==> config.mk <==
export PLATFORM = sky130hd
export DESIGN_NAME = sm_operand_entry
export DESIGN_NICKNAME = d
export VERILOG_FILES = /design/src/rtl/sm_operand_entry.sv
export SDC_FILE = /design/constraint.sdc
export NUM_CORES = 1
export LEC_CHECK = 0
export ABC_AREA = 0
export CORE_MARGIN = 4
export CORE_UTILIZATION = 38
export DETAILED_ROUTE_END_ITERATION = 8
export PLACE_DENSITY = 0.57
export SLEW_MARGIN = 15
export SYNTH_ARGS = -nofsm -noshare
export SYNTH_HDL_FRONTEND = slang
export SYNTH_SLANG_ARGS = --single-unit
export TNS_END_PERCENT = 1
==> constraint.sdc <==
create_clock -name clk -period 2.2 [get_ports clk]
set_input_delay 0.44 -clock clk [delete_from_list [all_inputs] [get_ports clk]]
set_output_delay 0.44 -clock clk [all_outputs]
set_load 0.02 [all_outputs]
==> src/rtl/sm_operand_entry.sv <==
// sm_operand_entry
//   Operand-entry stage for the sign-magnitude adder test. It synchronizes and
//   debounces three pushbuttons, synchronizes the select switch, and holds two
//   sign-magnitude operands that the buttons increment, decrement or negate.
//
// Ports:
//   clk      in   system clock, rising edge
//   reset    in   synchronous active-high reset
//   btn_inc  in   async pushbutton, increments the selected operand
//   btn_dec  in   async pushbutton, decrements the selected operand
//   btn_neg  in   async pushbutton, negates the selected operand
//   sel      in   async switch, 0 selects a, 1 selects b
//   a, b     out  N-bit sign-magnitude operands (bit N-1 = sign), registered
//   upd      out  one-cycle pulse in the first cycle a new a/b value is visible
module sm_operand_entry #(
  parameter int N        = 4,
  parameter int DB_TICKS = 2000000,
  parameter int INIT     = 2
) (
  input  logic         clk,
  input  logic         reset,
  input  logic         btn_inc,
  input  logic         btn_dec,
  input  logic         btn_neg,
  input  logic         sel,
  output logic [N-1:0] a,
  output logic [N-1:0] b,
  output logic         upd
);

  localparam int           CW     = $clog2(DB_TICKS);
  localparam logic [CW-1:0] LAST  = CW'(DB_TICKS - 1);
  localparam logic [N-2:0] MAX_M  = {(N-1){1'b1}};
  localparam logic [N-2:0] ONE_M  = (N-1)'(1'b1);
  localparam logic [N-1:0] INIT_V = {1'b0, (N-1)'(INIT)};

  typedef enum logic [1:0] {
    IDLE0 = 2'b00,
    WAIT1 = 2'b01,
    IDLE1 = 2'b10,
    WAIT0 = 2'b11
  } db_state_e;

  // Bit order in the synchronizer vectors: 0 inc, 1 dec, 2 neg, 3 sel.
  logic [3:0]    sync1_q, sync1_d;
  logic [3:0]    sync2_q, sync2_d;
  db_state_e     st_q  [3];
  db_state_e     st_d  [3];
  logic [CW-1:0] cnt_q [3];
  logic [CW-1:0] cnt_d [3];
  logic [2:0]    press_q, press_d;
  logic [N-1:0]  a_q, a_d;
  logic [N-1:0]  b_q, b_d;
  logic          upd_q, upd_d;
  logic [N-1:0]  tgt_s;
  logic [N-1:0]  nv_s;

  // Increment; a negative value moves toward zero, -1 becomes +0.
  function automatic logic [N-1:0] f_inc(input logic [N-1:0] v);
    logic [N-2:0] m;
    m = v[N-2:0];
    if (!v[N-1]) begin
      if (m != MAX_M) f_inc = {1'b0, m + ONE_M};
      else            f_inc = v;
    end else begin
      if (m > ONE_M)  f_inc = {1'b1, m - ONE_M};
      else            f_inc = '0;
    end
  endfunction

  // Decrement; +0 steps to -1 so negative zero never appears.
  function automatic logic [N-1:0] f_dec(input logic [N-1:0] v);
    logic [N-2:0] m;
    m = v[N-2:0];
    if (!v[N-1]) begin
      if (m != '0)    f_dec = {1'b0, m - ONE_M};
      else            f_dec = {1'b1, ONE_M};
    end else begin
      if (m != MAX_M) f_dec = {1'b1, m + ONE_M};
      else            f_dec = v;
    end
  endfunction

  // Negate; zero is always returned as +0.
  function automatic logic [N-1:0] f_neg(input logic [N-1:0] v);
    if (v[N-2:0] != '0) f_neg = {~v[N-1], v[N-2:0]};
    else                f_neg = '0;
  endfunction

  // Two-flop synchronizer next-state.
  always_comb begin
    sync1_d = {sel, btn_neg, btn_dec, btn_inc};
    sync2_d = sync1_q;
  end

  // Debounce FSMs, one per button; press fires once on an accepted rise.
  always_comb begin
    for (int i = 0; i < 3; i++) begin
      st_d[i]    = st_q[i];
      cnt_d[i]   = cnt_q[i];
      press_d[i] = 1'b0;
      case (st_q[i])
        IDLE0: begin
          if (sync2_q[i]) begin
            st_d[i]  = WAIT1;
            cnt_d[i] = '0;
          end else begin
            st_d[i]  = IDLE0;
          end
        end
        WAIT1: begin
          if (!sync2_q[i]) begin
            st_d[i]    = IDLE0;
          end else if (cnt_q[i] == LAST) begin
            st_d[i]    = IDLE1;
            press_d[i] = 1'b1;
          end else begin
            cnt_d[i]   = cnt_q[i] + CW'(1'b1);
          end
        end
        IDLE1: begin
          if (!sync2_q[i]) begin
            st_d[i]  = WAIT0;
            cnt_d[i] = '0;
          end else begin
            st_d[i]  = IDLE1;
          end
        end
        WAIT0: begin
          if (sync2_q[i]) begin
            st_d[i]  = IDLE1;
          end else if (cnt_q[i] == LAST) begin
            st_d[i]  = IDLE0;
          end else begin
            cnt_d[i] = cnt_q[i] + CW'(1'b1);
          end
        end
        default: begin
          st_d[i]  = IDLE0;
          cnt_d[i] = '0;
        end
      endcase
    end
  end

  // Operand update: neg beats inc beats dec; losers are dropped.
  always_comb begin
    a_d   = a_q;
    b_d   = b_q;
    upd_d = 1'b0;
    tgt_s = sync2_q[3] ? b_q : a_q;
    if (press_q[2])      nv_s = f_neg(tgt_s);
    else if (press_q[0]) nv_s = f_inc(tgt_s);
    else                 nv_s = f_dec(tgt_s);
    if (press_q != 3'b000) begin
      upd_d = 1'b1;
      if (sync2_q[3]) b_d = nv_s;
      else            a_d = nv_s;
    end else begin
      upd_d = 1'b0;
    end
  end

  // State registers with synchronous reset.
  always_ff @(posedge clk) begin
    if (reset) begin
      sync1_q <= 4'b0000;
      sync2_q <= 4'b0000;
      for (int i = 0; i < 3; i++) begin
        st_q[i]  <= IDLE0;
        cnt_q[i] <= '0;
      end
      press_q <= 3'b000;
      a_q     <= INIT_V;
      b_q     <= INIT_V;
      upd_q   <= 1'b0;
    end else begin
      sync1_q <= sync1_d;
      sync2_q <= sync2_d;
      for (int i = 0; i < 3; i++) begin
        st_q[i]  <= st_d[i];
        cnt_q[i] <= cnt_d[i];
      end
      press_q <= press_d;
      a_q     <= a_d;
      b_q     <= b_d;
      upd_q   <= upd_d;
    end
  end

  assign a   = a_q;
  assign b   = b_q;
  assign upd = upd_q;

endmodule

==> impl_summary.txt <==
----------------------------------------------------
[Timing]
  Share of the clock period used by the worst path after layout ... 96.0%
  Layout Skew ... 0.00491 ns
  Setup-failing EPs final ... 0
  Worst hold-check slack ... 0.438 ns
  Maximum operating frequency ... 0.473 GHz
  Final Hold Fails ... 0
  Normalized max-slew margin ... 57.9%
  Pins over their slew limit ... 0
  Crit path time final ... 2.11 ns
  Fin worst setup slack ... 0.0879 ns
  Slew @ Worst Pin ... 0.628 ns

[Logic synthesis]
  #FFs+latches synth ... 89
  Top cell type by total area after synthesis ... sky130_fd_sc_hd__dfxtp_1
  Synthesized net count ... 555
  Area share of the largest cell type after synthesis ... 39.1%
  Mapped Cells ... 543
  Async SR Flop Fraction ... 0%
  Number of unique standard cell types used by synthesis ... 65
  Synthesized area per cell ... 8.39 um^2
  Main flop type after synthesis ... sky130_fd_sc_hd__dfxtp_1
  Most area-consuming cells after synthesis ... sky130_fd_sc_hd__dfxtp_1, sky130_fd_sc_hd__a21oi_1, sky130_fd_sc_hd__nand4_1
  Portion of the post-synthesis area used by sequential elements ... 39.1%
  Number of enable-type register cells in the synthesized netlist ... 0
  Area of the mapped netlist ... 4550 um^2
  Total number of yosys warnings ... 0

[Drt]
  Vias per inst ... 5.80
  Detail Route Antenna Nets ... 0
  DRC violations left ... 0
  DRC marker count from the first detailed-route iteration ... 236
  First-pass DRT Iterations ... 4
  Routed length per placed instance ... 14.7 um
  Total number of vias ... 4217
  Final wirelength ... 10700 um

[Cells and area]
  Layout cell share with drive strength beyond 1 ... 13.0%
  Relative area change from synthesis to final layout ... 18.1%
  Count of placed standard cells in the final layout, fillers left out ... 727
  Number of fill cells in the layout ... 1122
  Layout Utilization ... 46.5%
  Multi-input combinational cell area ... 2650 um^2
  Diodes inserted ... 0
  Final net count ... 595
  Area taken by flip-flops and latches ... 1780 um^2

[Critical path]
  Nature of the critical path endpoint ... flop
  Data arrival, critical path ... 2.35 ns
  Data required time at the worst endpoint ... 2.43 ns
  Critical path launch point type ... flop
  Worst Path Max Fanout ... 4
  Category of the most critical setup path ... reg -> reg
  Reg2Reg Depth ... 8

[CTS]
  Clock-pin slew reported for the worst setup and hold paths after clock tree synthesis ... 0.06 ns
  TritonCTS Buffers ... 9
  Level count of the clock H-tree ... 3
  Max clock buf depth ... 2
  Number of sinks on the clock net ... 89
  Worst skew pair latency ... 0.34 ns
  Clock Tree Root ... sky130_fd_sc_hd__clkbuf_16
  CTS tree ... yes
  Number of hold buffers added after cts ... 0

[Global route]
  Number of global-route vias before repair ... 3939
  Initial antenna violation count ... 0
  Wire length of the first global-routing pass ... 18700 um
  Aggregate global-route resource usage ... 16.0%
  Maximum number of pins on one net before global-route repair ... 28
  Overflow after GRT ... 0

[Die]
  Horizontal die dimension ... 117 um
  Die height ... 117 um
  Std-Cell Core Area ... 11600 um^2
  Initial cell density of the core ... 39.4%
  Top-level port count ... 15
  Rows ... 39
  Area of the die ... 13800 um^2

[Placed design]
  Routability Congestion ... 0.813
  Detailed placer's ending HPWL ... 7500 um
  Count of port buffers added during placement ... 14
  Pre-CTS setup slack ... 0.0644 ns
  Cell count after placement ... 713

[Power]
  Total power after layout ... 3.22 mW
  Lkg Pwr ... 1.84 nW
  Maximum vdd drop ... 0.488 mV
  Power density over cell area ... 599 nW/um^2

[Job]
  Max-capacitance violation count ... 0

[Worst hold path]
  Worst hold path stage count ... 1
  Kind of path behind the tightest hold check ... reg -> reg

[Outcome]
  Outcome ... finished, final reports clean

----------------------------------------------------
## critical path, cell delays in order, from the launching register on
cell and delay (ns):
sky130_fd_sc_hd__dfxtp_2 0.33, sky130_fd_sc_hd__or4b_4 0.54, sky130_fd_sc_hd__nor4_4 0.41, sky130_fd_sc_hd__buf_4 0.19, sky130_fd_sc_hd__buf_4 0.11, sky130_fd_sc_hd__a21oi_1 0.07
sky130_fd_sc_hd__buf_4 0.17, sky130_fd_sc_hd__a22oi_1 0.14, sky130_fd_sc_hd__nor2_1 0.05
## kinds of logic (layout without fill, tap and decap cells)
family | Yosys count | count (layout) | synth area share [%]
xor+xnor | 15 | 15 | 2.88
compound gates | 144 | 144 | 20.3
fa+ha+maj | 6 | 6 | 1.65
simple gates | 242 | 242 | 29.4
buf+inv | 32 | 73 | 3.24
mux | 15 | 15 | 3.38
flops | 89 | 89 | 39.1
## cell usage after synthesis (4+ instances only)
cell type	count
sky130_fd_sc_hd__a211oi_1	9
sky130_fd_sc_hd__a21boi_0	5
sky130_fd_sc_hd__a21oi_1	45
sky130_fd_sc_hd__a31o_2	5
sky130_fd_sc_hd__a31oi_1	17
sky130_fd_sc_hd__and3_1	18
sky130_fd_sc_hd__and4_1	4
sky130_fd_sc_hd__buf_2	6
sky130_fd_sc_hd__clkbuf_1	11
sky130_fd_sc_hd__dfxtp_1	89
sky130_fd_sc_hd__ha_1	6
sky130_fd_sc_hd__inv_1	8
sky130_fd_sc_hd__mux2i_1	12
sky130_fd_sc_hd__nand2_1	47
sky130_fd_sc_hd__nand2b_1	7
sky130_fd_sc_hd__nand3_1	25
sky130_fd_sc_hd__nand4_1	29
sky130_fd_sc_hd__nor2_1	37
sky130_fd_sc_hd__nor2b_1	11
sky130_fd_sc_hd__nor3_1	15
sky130_fd_sc_hd__nor4_1	7
sky130_fd_sc_hd__nor4b_1	5
sky130_fd_sc_hd__o211ai_1	5
sky130_fd_sc_hd__o21ai_0	29
sky130_fd_sc_hd__or3_1	13
sky130_fd_sc_hd__or4_1	9
sky130_fd_sc_hd__xnor2_1	9
sky130_fd_sc_hd__xor2_1	6
## per-layer routing
layer / GRT usage, % / routed length (um) / vias up
li1: - / - / 2135
met1: 21.0 / 5270 / 2018
met2: 25.8 / 4970 / 56
met3: 4.81 / 326 / 8
met4: 3.96 / 100 / 0
met5: 0 / 0 / -
## path summary, 6_finish.rpt
path,slack (ns),startpoint,end
setup / recovery,0.09,cnt_q[0][30]$_SDFFE_PP0P_,cnt_q[0][22]$_SDFFE_PP0P_
hold / removal,0.44,sync1_q[2]$_SDFF_PP0_,sync2_q[2]$_SDFF_PP0_
setup reg to reg,0.09,cnt_q[0][30]$_SDFFE_PP0P_,cnt_q[0][22]$_SDFFE_PP0P_
hold reg to reg,0.44,sync1_q[2]$_SDFF_PP0_,sync2_q[2]$_SDFF_PP0_
## timing repair
item                                   CTS  global route
buffers inserted                         0             2
resized for setup                        0             7
endpoints found under the hold margin    0             0
setup endpoints to repair                0             4
## cell type report
| cell class | count | share of cell area [%] |
|---|---|---|
| multi-input cells | 422 | 49.3 |
| flip-flops and latches | 89 | 33.2 |
| repair buffers | 53 | 8.58 |
| clock buffers | 11 | 4.51 |
| well taps | 143 | 3.33 |
| clock inverters | 1 | 0.558 |
| inverters | 8 | 0.558 |
## where the power goes
part / switching (mW) / internal [mW] / total [mW] / leakage, nW
registers: 0.00774 / 1.62 / 1.63 / 0.720
clock network: 0.587 / 0.886 / 1.47 / 0.133
logic: 0.0686 / 0.0521 / 0.121 / 0.991
## flip-flops by register name, summed over array words and instances (netlist names), named ones only
register  cells
st_q          3
a             4
sync2_q       4
upd           1
b             4
cnt_q        63
sync1_q       4
press_q       3
## layout by cell type (no fill, tap or decap), types with 3 or more instances in the layout
master and count:
sky130_fd_sc_hd__a211oi_1 9, sky130_fd_sc_hd__a21boi_0 4, sky130_fd_sc_hd__a21oi_1 45, sky130_fd_sc_hd__a31o_2 5
sky130_fd_sc_hd__a31oi_1 17, sky130_fd_sc_hd__and3_1 18, sky130_fd_sc_hd__and4_1 4, sky130_fd_sc_hd__buf_4 36
sky130_fd_sc_hd__clkbuf_16 9, sky130_fd_sc_hd__clkdlybuf4s50_1 14, sky130_fd_sc_hd__dfxtp_1 87, sky130_fd_sc_hd__ha_1 6
sky130_fd_sc_hd__inv_1 7, sky130_fd_sc_hd__mux2_2 3, sky130_fd_sc_hd__mux2i_1 11, sky130_fd_sc_hd__nand2_1 47
sky130_fd_sc_hd__nand2b_1 7, sky130_fd_sc_hd__nand3_1 25, sky130_fd_sc_hd__nand4_1 29, sky130_fd_sc_hd__nor2_1 37
sky130_fd_sc_hd__nor2b_1 11, sky130_fd_sc_hd__nor3_1 15, sky130_fd_sc_hd__nor4_1 7, sky130_fd_sc_hd__nor4b_1 5
sky130_fd_sc_hd__o211ai_1 5, sky130_fd_sc_hd__o21a_1 3, sky130_fd_sc_hd__o21ai_0 29, sky130_fd_sc_hd__o31ai_1 3
sky130_fd_sc_hd__or3_1 13, sky130_fd_sc_hd__or4_1 9, sky130_fd_sc_hd__xnor2_1 9, sky130_fd_sc_hd__xor2_1 6
## through the flow
step,setup TNS [ns],cell area (um^2)
global route,-0.0135,5380
global placement,0,5070
detailed placement,0,5070
floorplan,0,4570
CTS,0,5340
finish,0,5380
(Power assumes the default switching activity.)
